$ cat src/rtl/supervise_pkg.sv
// supervise_pkg: shared types and helpers for the supervise training initiator.
//   state_t     - controller states
//   ACT_HI_DEF  - default activation output for a non-negative neuron result
//   act_fire()  - hard-threshold decision on the result sign bit
package supervise_pkg;

  typedef enum logic [2:0] {
    S_IDLE,
    S_ARG,
    S_RES,
    S_ERR,
    S_FBK,
    S_EVAL
  } state_t;

  localparam logic [15:0] ACT_HI_DEF = 16'h00ff;

  // Neuron "fires" when its signed result is non-negative.
  function automatic logic act_fire(input logic res_sign);
    return ~res_sign;
  endfunction

endpackage

$ cat src/rtl/supervise_table.sv
// supervise_table: N-entry sample register file.
//   clk      - clock
//   we_i     - write strobe
//   waddr_i  - write index
//   wdata_i  - write data ({argument, target})
//   raddr_i  - read index
//   rdata_o  - asynchronous read data
// Contents are deliberately not reset.
module supervise_table #(
  parameter int W  = 32,
  parameter int N  = 4,
  parameter int AW = $clog2(N)
) (
  input  logic          clk,
  input  logic          we_i,
  input  logic [AW-1:0] waddr_i,
  input  logic [W-1:0]  wdata_i,
  input  logic [AW-1:0] raddr_i,
  output logic [W-1:0]  rdata_o
);

  logic [W-1:0] mem_q [N];

  always_ff @(posedge clk) begin
    if (we_i) mem_q[waddr_i] <= wdata_i;
  end

  assign rdata_o = mem_q[raddr_i];

endmodule

$ cat src/rtl/supervise.sv
// supervise: training initiator for one associate neuron.
// Streams table arguments to the neuron, thresholds its results, returns the
// error and swallows the feedback for a programmed number of epochs (en=1),
// then runs one evaluation pass (en=0) counting misclassified samples.
//   clk, rst (async, active low)
//   smp_we/smp_addr/smp_arg/smp_tgt - sample table write port (IDLE only)
//   start/epochs                    - run request and epoch count
//   en                              - neuron training enable
//   arg_*, res_*, err_*, fbk_*      - valid/ready streams to/from the neuron
//   busy, done, misses              - run status
// Optional: define SUPERVISE_EARLY_STOP_EN to end training after the first
// epoch in which every sample was classified correctly.
module supervise
  import supervise_pkg::*;
#(
  parameter int ARGW = 8,
  parameter int ARGD = 2,
  parameter int RESW = 16,
  parameter int ERRW = 16,
  parameter int FBKW = 16,
  parameter int FBKD = 2,
  parameter int N    = 4,
  parameter int EPW  = 8,
  parameter logic [RESW-1:0] ACT_HI = RESW'(ACT_HI_DEF)
) (
  input  logic                 clk,
  input  logic                 rst,
  input  logic                 smp_we,
  input  logic [$clog2(N)-1:0] smp_addr,
  input  logic [ARGD*ARGW-1:0] smp_arg,
  input  logic [RESW-1:0]      smp_tgt,
  input  logic                 start,
  input  logic [EPW-1:0]       epochs,
  output logic                 en,
  output logic [ARGD*ARGW-1:0] arg_data,
  output logic                 arg_valid,
  input  logic                 arg_ready,
  input  logic [RESW-1:0]      res_data,
  input  logic                 res_valid,
  output logic                 res_ready,
  output logic [ERRW-1:0]      err_data,
  output logic                 err_valid,
  input  logic                 err_ready,
  input  logic [FBKD*FBKW-1:0] fbk_data,
  input  logic                 fbk_valid,
  output logic                 fbk_ready,
  output logic                 busy,
  output logic                 done,
  output logic [$clog2(N):0]   misses
);

  localparam int AW = $clog2(N);
  localparam int MW = AW + 1;
  localparam int TW = ARGD * ARGW + RESW;
  localparam int DW = (ERRW > RESW) ? ERRW : RESW;
  localparam logic [AW-1:0] IDX_LAST = AW'(N - 1);

  state_t          state_q;
  logic [AW-1:0]   idx_q;
  logic [EPW-1:0]  epoch_q, ep_lim_q;
  logic [MW-1:0]   misses_q;
  logic [ERRW-1:0] err_q;
  logic            en_q, busy_q, done_q;
  logic            arg_valid_q, res_ready_q, err_valid_q, fbk_ready_q;

  logic [TW-1:0]   rd_w;
  logic [RESW-1:0] tgt_w, act_w;
  logic [DW-1:0]   diff_w;
  logic [ERRW-1:0] err_d;
  logic            train_end;
  logic            unused_fbk;

  supervise_table #(.W(TW), .N(N), .AW(AW)) u_table (
    .clk     (clk),
    .we_i    (smp_we && (state_q == S_IDLE)),
    .waddr_i (smp_addr),
    .wdata_i ({smp_arg, smp_tgt}),
    .raddr_i (idx_q),
    .rdata_o (rd_w)
  );

  assign tgt_w  = rd_w[RESW-1:0];
  assign act_w  = act_fire(res_data[RESW-1]) ? ACT_HI : '0;
  // Target is signed and sign-extends; the activation is never negative.
  assign diff_w = DW'($signed(tgt_w)) - DW'(act_w);
  assign err_d  = diff_w[ERRW-1:0];

  // Feedback content is irrelevant to the initiator; it is only consumed.
  assign unused_fbk = ^fbk_data;

`ifdef SUPERVISE_EARLY_STOP_EN
  // Only "any miss this epoch" matters for stopping, so a flag suffices.
  logic ep_miss_q;

  always_ff @(posedge clk or negedge rst) begin
    if (!rst) begin
      ep_miss_q <= 1'b0;
    end else if (state_q == S_IDLE) begin
      ep_miss_q <= 1'b0;
    end else if (state_q == S_RES && res_valid && en_q && err_d != '0) begin
      ep_miss_q <= 1'b1;
    end else if (state_q == S_FBK && fbk_valid && idx_q == IDX_LAST) begin
      ep_miss_q <= 1'b0;
    end
  end

  assign train_end = ((epoch_q + EPW'(1)) == ep_lim_q) || !ep_miss_q;
`else
  assign train_end = (epoch_q + EPW'(1)) == ep_lim_q;
`endif

  always_ff @(posedge clk or negedge rst) begin
    if (!rst) begin
      state_q     <= S_IDLE;
      idx_q       <= '0;
      epoch_q     <= '0;
      ep_lim_q    <= '0;
      misses_q    <= '0;
      err_q       <= '0;
      en_q        <= 1'b0;
      busy_q      <= 1'b0;
      done_q      <= 1'b0;
      arg_valid_q <= 1'b0;
      res_ready_q <= 1'b0;
      err_valid_q <= 1'b0;
      fbk_ready_q <= 1'b0;
    end else begin
      done_q <= 1'b0;
      case (state_q)
        S_IDLE: begin
          if (start) begin
            ep_lim_q <= epochs;
            idx_q    <= '0;
            epoch_q  <= '0;
            busy_q   <= 1'b1;
            if (epochs == '0) begin
              state_q <= S_EVAL;
            end else begin
              en_q        <= 1'b1;
              arg_valid_q <= 1'b1;
              state_q     <= S_ARG;
            end
          end
        end
        S_ARG: begin
          if (arg_ready) begin
            arg_valid_q <= 1'b0;
            res_ready_q <= 1'b1;
            state_q     <= S_RES;
          end
        end
        S_RES: begin
          if (res_valid) begin
            res_ready_q <= 1'b0;
            err_q       <= err_d;
            if (en_q) begin
              err_valid_q <= 1'b1;
              state_q     <= S_ERR;
            end else begin
              if (err_d != '0 && misses_q != MW'(N)) misses_q <= misses_q + MW'(1);
              if (idx_q == IDX_LAST) begin
                idx_q   <= '0;
                busy_q  <= 1'b0;
                done_q  <= 1'b1;
                state_q <= S_IDLE;
              end else begin
                idx_q       <= idx_q + AW'(1);
                arg_valid_q <= 1'b1;
                state_q     <= S_ARG;
              end
            end
          end
        end
        S_ERR: begin
          if (err_ready) begin
            err_valid_q <= 1'b0;
            fbk_ready_q <= 1'b1;
            state_q     <= S_FBK;
          end
        end
        S_FBK: begin
          if (fbk_valid) begin
            fbk_ready_q <= 1'b0;
            idx_q       <= idx_q + AW'(1);
            if (idx_q == IDX_LAST) begin
              epoch_q <= epoch_q + EPW'(1);
              if (train_end) begin
                en_q     <= 1'b0;
                misses_q <= '0;
                state_q  <= S_EVAL;
              end else begin
                arg_valid_q <= 1'b1;
                state_q     <= S_ARG;
              end
            end else begin
              arg_valid_q <= 1'b1;
              state_q     <= S_ARG;
            end
          end
        end
        // One-cycle setup for the evaluation pass.
        S_EVAL: begin
          idx_q       <= '0;
          misses_q    <= '0;
          arg_valid_q <= 1'b1;
          state_q     <= S_ARG;
        end
        default: state_q <= S_IDLE;
      endcase
    end
  end

  assign en        = en_q;
  assign busy      = busy_q;
  assign done      = done_q;
  assign misses    = misses_q;
  assign arg_data  = rd_w[TW-1:RESW];
  assign arg_valid = arg_valid_q;
  assign res_ready = res_ready_q;
  assign err_data  = err_q;
  assign err_valid = err_valid_q;
  assign fbk_ready = fbk_ready_q;

endmodule

$ cat config.mk
export PLATFORM = sky130hd
export DESIGN_NAME = supervise
export DESIGN_NICKNAME = d
export VERILOG_FILES = /design/src/rtl/supervise_pkg.sv /design/src/rtl/supervise_table.sv /design/src/rtl/supervise.sv
export SDC_FILE = /design/constraint.sdc
export NUM_CORES = 1
export LEC_CHECK = 0
export CAP_MARGIN = 20
export CORE_MARGIN = 3
export CORE_UTILIZATION = 40
export DETAILED_ROUTE_END_ITERATION = 10
export GPL_ROUTABILITY_DRIVEN = 0
export REMOVE_ABC_BUFFERS = 1
export SLEW_MARGIN = 20
export SYNTH_ARGS = -nofsm -noshare
export SYNTH_HDL_FRONTEND = slang
export SYNTH_HIERARCHICAL = 1
export SYNTH_SLANG_ARGS = --single-unit
$ cat constraint.sdc
create_clock -name clk -period 7.9 [get_ports clk]
set_input_delay 0.79 -clock clk [delete_from_list [all_inputs] [get_ports clk]]
set_output_delay 0.79 -clock clk [all_outputs]
set_load 0.02 [all_outputs]
---- Yosys cells after proc, flatten, opt, wreduce, memory -nomap -nowiden ----
Memories as Yosys holds them, arrays and structs flattened.
Cells that the tools add are included.
cells by class
  $add $sub $neg .......................... 4
  equality and inequality tests ........... 22
  muxes and demuxes ....................... 64
  reduce and logical (&&, ||, !) cells .... 25
operator list
  kind                 number
  $mux 3               14
  $mux 8               4
  $mux 1               30
  $ne 2x2->1 const B   13
  $pmux 3 s6           1
  $pmux 8 s2           1
  $reduce_bool 16->1   1
  $sub 16x8->16        1
  $reduce_and 5->1     3
  $mux 2               6
  $pmux 1 s2           5
  $reduce_bool 2->1    5
  $pmux 3 s3           1
  $reduce_and 9->1     1
  $add 8x1->8 const B  1
  $eq 8x8->1           1
  $logic_not 8->1      1
  $pmux 2 s4           1
  $reduce_and 4->1     2
  $reduce_and 7->1     1
  $eq 3x2->1 const B   2
  $eq 3x3->1 const B   2
  $ne 3x3->1 const B   2
  $reduce_and 3->1     2
  other kinds (12)     14
word-level totals
  bits in registers ....................... 47
  memory bits (writable) .................. 128
  input bits .............................. 98
  output and inout bits ................... 42
  word-level logic and storage cells ...... 129
  memories kept ........................... 1
memories
  memory         depth  bits a word  read ports  clocked after memory_dff  wr ports  line                   source
  u_table.mem_q  4      32           1           0                         1         supervise_table.sv:22  logic [W-1:0] mem_q [N];

---- Depth between registers and ports, before layout ----
  depth after elaboration ................. 8
  mapped depth ............................ 13
  gate-level depth less buffers ........... 12

---- Cells and area by module ----
The synthesis kept the hierarchy.
by module, submodules not included
  module           times used  cells an instance  area each (um^2)  seq. area each (um^2)
  supervise_table  1           171                4,689.5           3,843.7
  supervise        1           354                3,133.0           1,176.1

---- Worst setup path before layout ----
OpenSTA, ideal clock, no wires.
  path type ............................... register to register
  from .................................... register state_q[0]
  to ...................................... memory u_table.mem_q[0][0] (enable)
  setup time .............................. 0.468 ns
  arrival time ............................ 3.318 ns
  data required time ...................... 7.432 ns
  setup slack ............................. 4.114 ns
  cell stages (with the launch flop) ...... 5
  path buffers ............................ 1
  clock period less this slack ............ 3.786 ns
  path through ............................ dfrtp_1 > clkbuf_1 > nor3_1 > and2_1 > nor3b_1
on the way
  word-level cells in the longest chain between the ends .. 4
RTL lines
  what                          line                   source
  start: declaration            supervise.sv:58        state_t state_q;
  start signal: assignment      supervise.sv:114       state_q <= S_IDLE;
  start signal: assignment      supervise.sv:137       state_q <= S_EVAL;
  start signal: assignment      supervise.sv:141       state_q <= S_ARG;
  $logic_not 3->1               supervise.sv:75        .we_i (smp_we && (state_q == S_IDLE)),
  $logic_and 1x1->1             supervise.sv:75
  $mux 1                        supervise_table.sv:25  if (we_i) mem_q[waddr_i] <= wdata_i;
  $mux 1 (implied by the code)  supervise_table.sv:25
  end: declaration              supervise_table.sv:22
No other way between the ends.

---- Worst setup path in the final report ----
  from .................................... register idx_q[0]
  to ...................................... register misses_q[0], in the netlist misses[0]
on the way
  word-level cells in the longest chain between the ends .. 6
  elaborated cells on any way between the ends .. 8
  classes of those cells .................. add/sub: 1; eq/ne: 3; reduce/logical: 3; memory: 1
RTL lines
  what                        line              source
  start: declaration          supervise.sv:59   logic [AW-1:0] idx_q;
  start signal: assignment    supervise.sv:167  idx_q <= idx_q + AW'(1);
  start signal: assignment    supervise.sv:184  idx_q <= idx_q + AW'(1);
  $mem_v2 4x32                --
  via rd_w[7]                 supervise.sv:66   logic [TW-1:0] rd_w;
  $sub 16x8->16               supervise.sv:85   assign diff_w = DW'($signed(tgt_w)) - DW'(act_w);
  $reduce_bool 16->1          supervise.sv:160  if (err_d != '0 && misses_q != MW'(N)) misses_q <= misses_q + MW'(1);
  $logic_and 1x1->1           supervise.sv:160
  $ne 2x2->1 (no line)        --
  $reduce_and 7->1 (no line)  --
  end signal: assignment      supervise.sv:160
  end: declaration            supervise.sv:61   logic [MW-1:0] misses_q;
The timed path passes the listed nets, and every way through them passes these cells.
A chain may end at the register's enable or synchronous reset.

==> results.tsv <==
stage	metric	value	unit
route	first_pass_iters	4	
final_layout	design_area	9557	um2
critical_path	path_class	reg -> reg	
placed_design	port-buffer-count	92	
yosys	synthArstFlopShare	26.86	%
cts	postCtsHoldBufs	0	
yosys	synth_flop_cell	edfxtp_1	
timing	fin_crit_sh	51.04	%
critical_path	cp-end-kind	flop	
floorplanning	die_x	145.8	um
critical_path	start_kind	flop	
cts	cts_root_buf	clkbuf_16	
final_layout	num_antenna_cells	0	
global_route	grt_pass1_vias	4861	
route	routedWlPerCell	17.86	um
power	cellLeakagePower	3.342	nW
route	vias_per_cell	5.272	
power	powerDensity	313.6	nW/um2
critical_path	cp.arrival	4340	ps
final_layout	regArea	5021	um2
floorplanning	core	18960	um2
critical_path	cp.required	8210	ps
route	maxUsedRoutingLayer	met5	
final_layout	final_common_cell	edfxtp_1	
final_layout	fillers	1607	
final_layout	layout_common_cells	edfxtp_1, clkdlybuf4s50_1, dfrtp_1	
yosys	syn_avg_cell_area	14.90	um2
cts	cts_made_buffers	17	
floorplanning	io-pin-count	140	
final_layout	final_nets	726	
yosys	synth_edf_count	128	
route	wl_met1	7.219	mm
timing	fmax	248.0	MHz
floorplanning	rows	50	
route	ant_nets	0	
cts	htree_num_levels	4	
cts	clock-sinks	175	
route	first_iter_violations	418	
cts	post_cts_buffers	0	
route	wl_met2	7.399	mm
cts	cts-resized-gates	0	
route	vias	4676	
route	wl_met3	1.048	mm
final_layout	drive_gt1_share	14.67	%
cts	clock_latency	420	ps
job	drv_cap	0	
timing	finClkSkew	8.868	ps
global_route	grt_pass1_wl	25.72	mm
yosys	syn_inst	525	
global_route	grt_usage	15.21	%
final_layout	layoutNonFillerInstCount	887	
final_layout	final_util	50.42	%
power	ir_drop	0.2112	mV
global_route	grt_start_max_net_pins	48	
floorplanning	start_util	41.27	%
yosys	netlist_area	7823	um2
yosys	synth_warnings	6	
yosys	ys_seq_area_share	64.17	%
placed_design	dp_hpwl	10.34	mm
timing	rsz0062_at_grt	false	
floorplanning	die_h	145.8	um
cts	path_clk_slew	70	ps
timing	min_period	4032	ps
floorplanning	die_area	21270	um2
cts	cts_tree	yes	
cts	clock_path_buffers	2	
timing	final_max_slew_viol_count	0	
route	totalWireLength	15.84	mm
route	remaining_drc_errors	0	
yosys	synth_cell_types	66	
yosys	ys_ff_latch	175	
timing	finalHoldViolCount	0	
final_layout	area_growth	22.17	%
global_route	antenna_found_initial	1	
timing	setup_tns	0	ps
critical_path	crit_fanout	34	
min_path	hold_class	in -> async	
timing	final-setup-viol-count	0	
final_layout	multiInputGateArea	2610	um2
global_route	grt.overflow.total	0	
timing	relSlewSlack	40.08	%
placed_design	place_area	8955	um2
timing	worst_pin_slew	898.8	ps
placed_design	placedCellCount	856	
outcome	status	finished, final reports clean	
-- through the flow --
step	power, mW	hold slack [ps]	worst slack, ps
after CTS	3.027	470.8	3791
after global routing	3.173	502.3	3571
after detailed placement	2.174	467.9	3616
after global placement	2.153	470.3	3645
after floorplan	1.821	494.4	3542
final	2.997	458.9	3868
-- path summary, 6_finish.rpt --
path	start	slack, ps	endpoint	cells after the start
worst max register to register	idx_q[0]	3870	misses[0]	11
worst min register to register	err_data[10]	480	err_data[10]	2
min in group clk	err_data[10]	480	err_data[10]	2
max in group asynchronous	rst	6990	idx_q[0]	2
worst min-delay path	rst	460	err_data[12]	2
worst max-delay path	idx_q[0]	3870	misses[0]	11
-- metal layers --
layer,track usage (%),vias to the layer above
met5,0,-
li1,-,2215
met1,20.66,2317
met2,23.59,129
met4,4.226,2
met3,5.107,13
-- cell usage after synthesis (all sizes together), types with 10 or more instances --
cell type  count  area (um2)
clkbuf        17       63.81
mux2          10       116.4
mux4          32       728.2
ha            12       150.1
edfxtp       128        3844
inv           14       52.55
a21oi         16       80.08
nand2         42       157.7
nor2          19       71.32
o21ai         33       165.2
dfrtp         47        1176
nand3         14       70.07
-- cell type report --
cell class	instances	share of cell area [%]
clock buffer	17	4.451
tap	260	3.404
clock inverter	14	1.846
inverter	14	0.5499
timing repair buffer	96	9.898
sequential	175	52.54
multi-input combinational	311	27.31
-- registers in the layout, indices dropped and copies added (netlist names), 2 cells and up --
name           count
ep_lim_q           8
idx_q              2
epoch_q            8
misses             3
state_q            3
u_table/mem_q    128
err_data          16
-- cells by family after synthesis --
group / after synthesis / synth area share [%]
buffers and inverters: 39 / 2.655
AND/OR/NAND/NOR: 132 / 9.053
multiplexers: 43 / 10.92
AO/OA/AOI/OAI: 107 / 9.229
adder cells (fa/ha/maj): 13 / 2.175
flip-flops: 175 / 64.17
XOR/XNOR: 16 / 1.791
-- where the power goes --
part | switching [mW] | internal (mW)
clock | 0.370 | 0.478
sequential | 0.0837 | 1.11
combinational | 0.515 | 0.436
-- worst max-delay path, cell delays in order (launching register included) --
cell and delay, ps:
dfrtp_2 340, buf_4 540, mux4_2 620, ha_1 270
or4_4 440, nor4b_2 250, o21ai_1 110, a21o_1 230
a2111oi_4 310, nand4_2 190, a31oi_4 260, mux2_4 310
No activity file was read; power rests on OpenSTA's default activity.
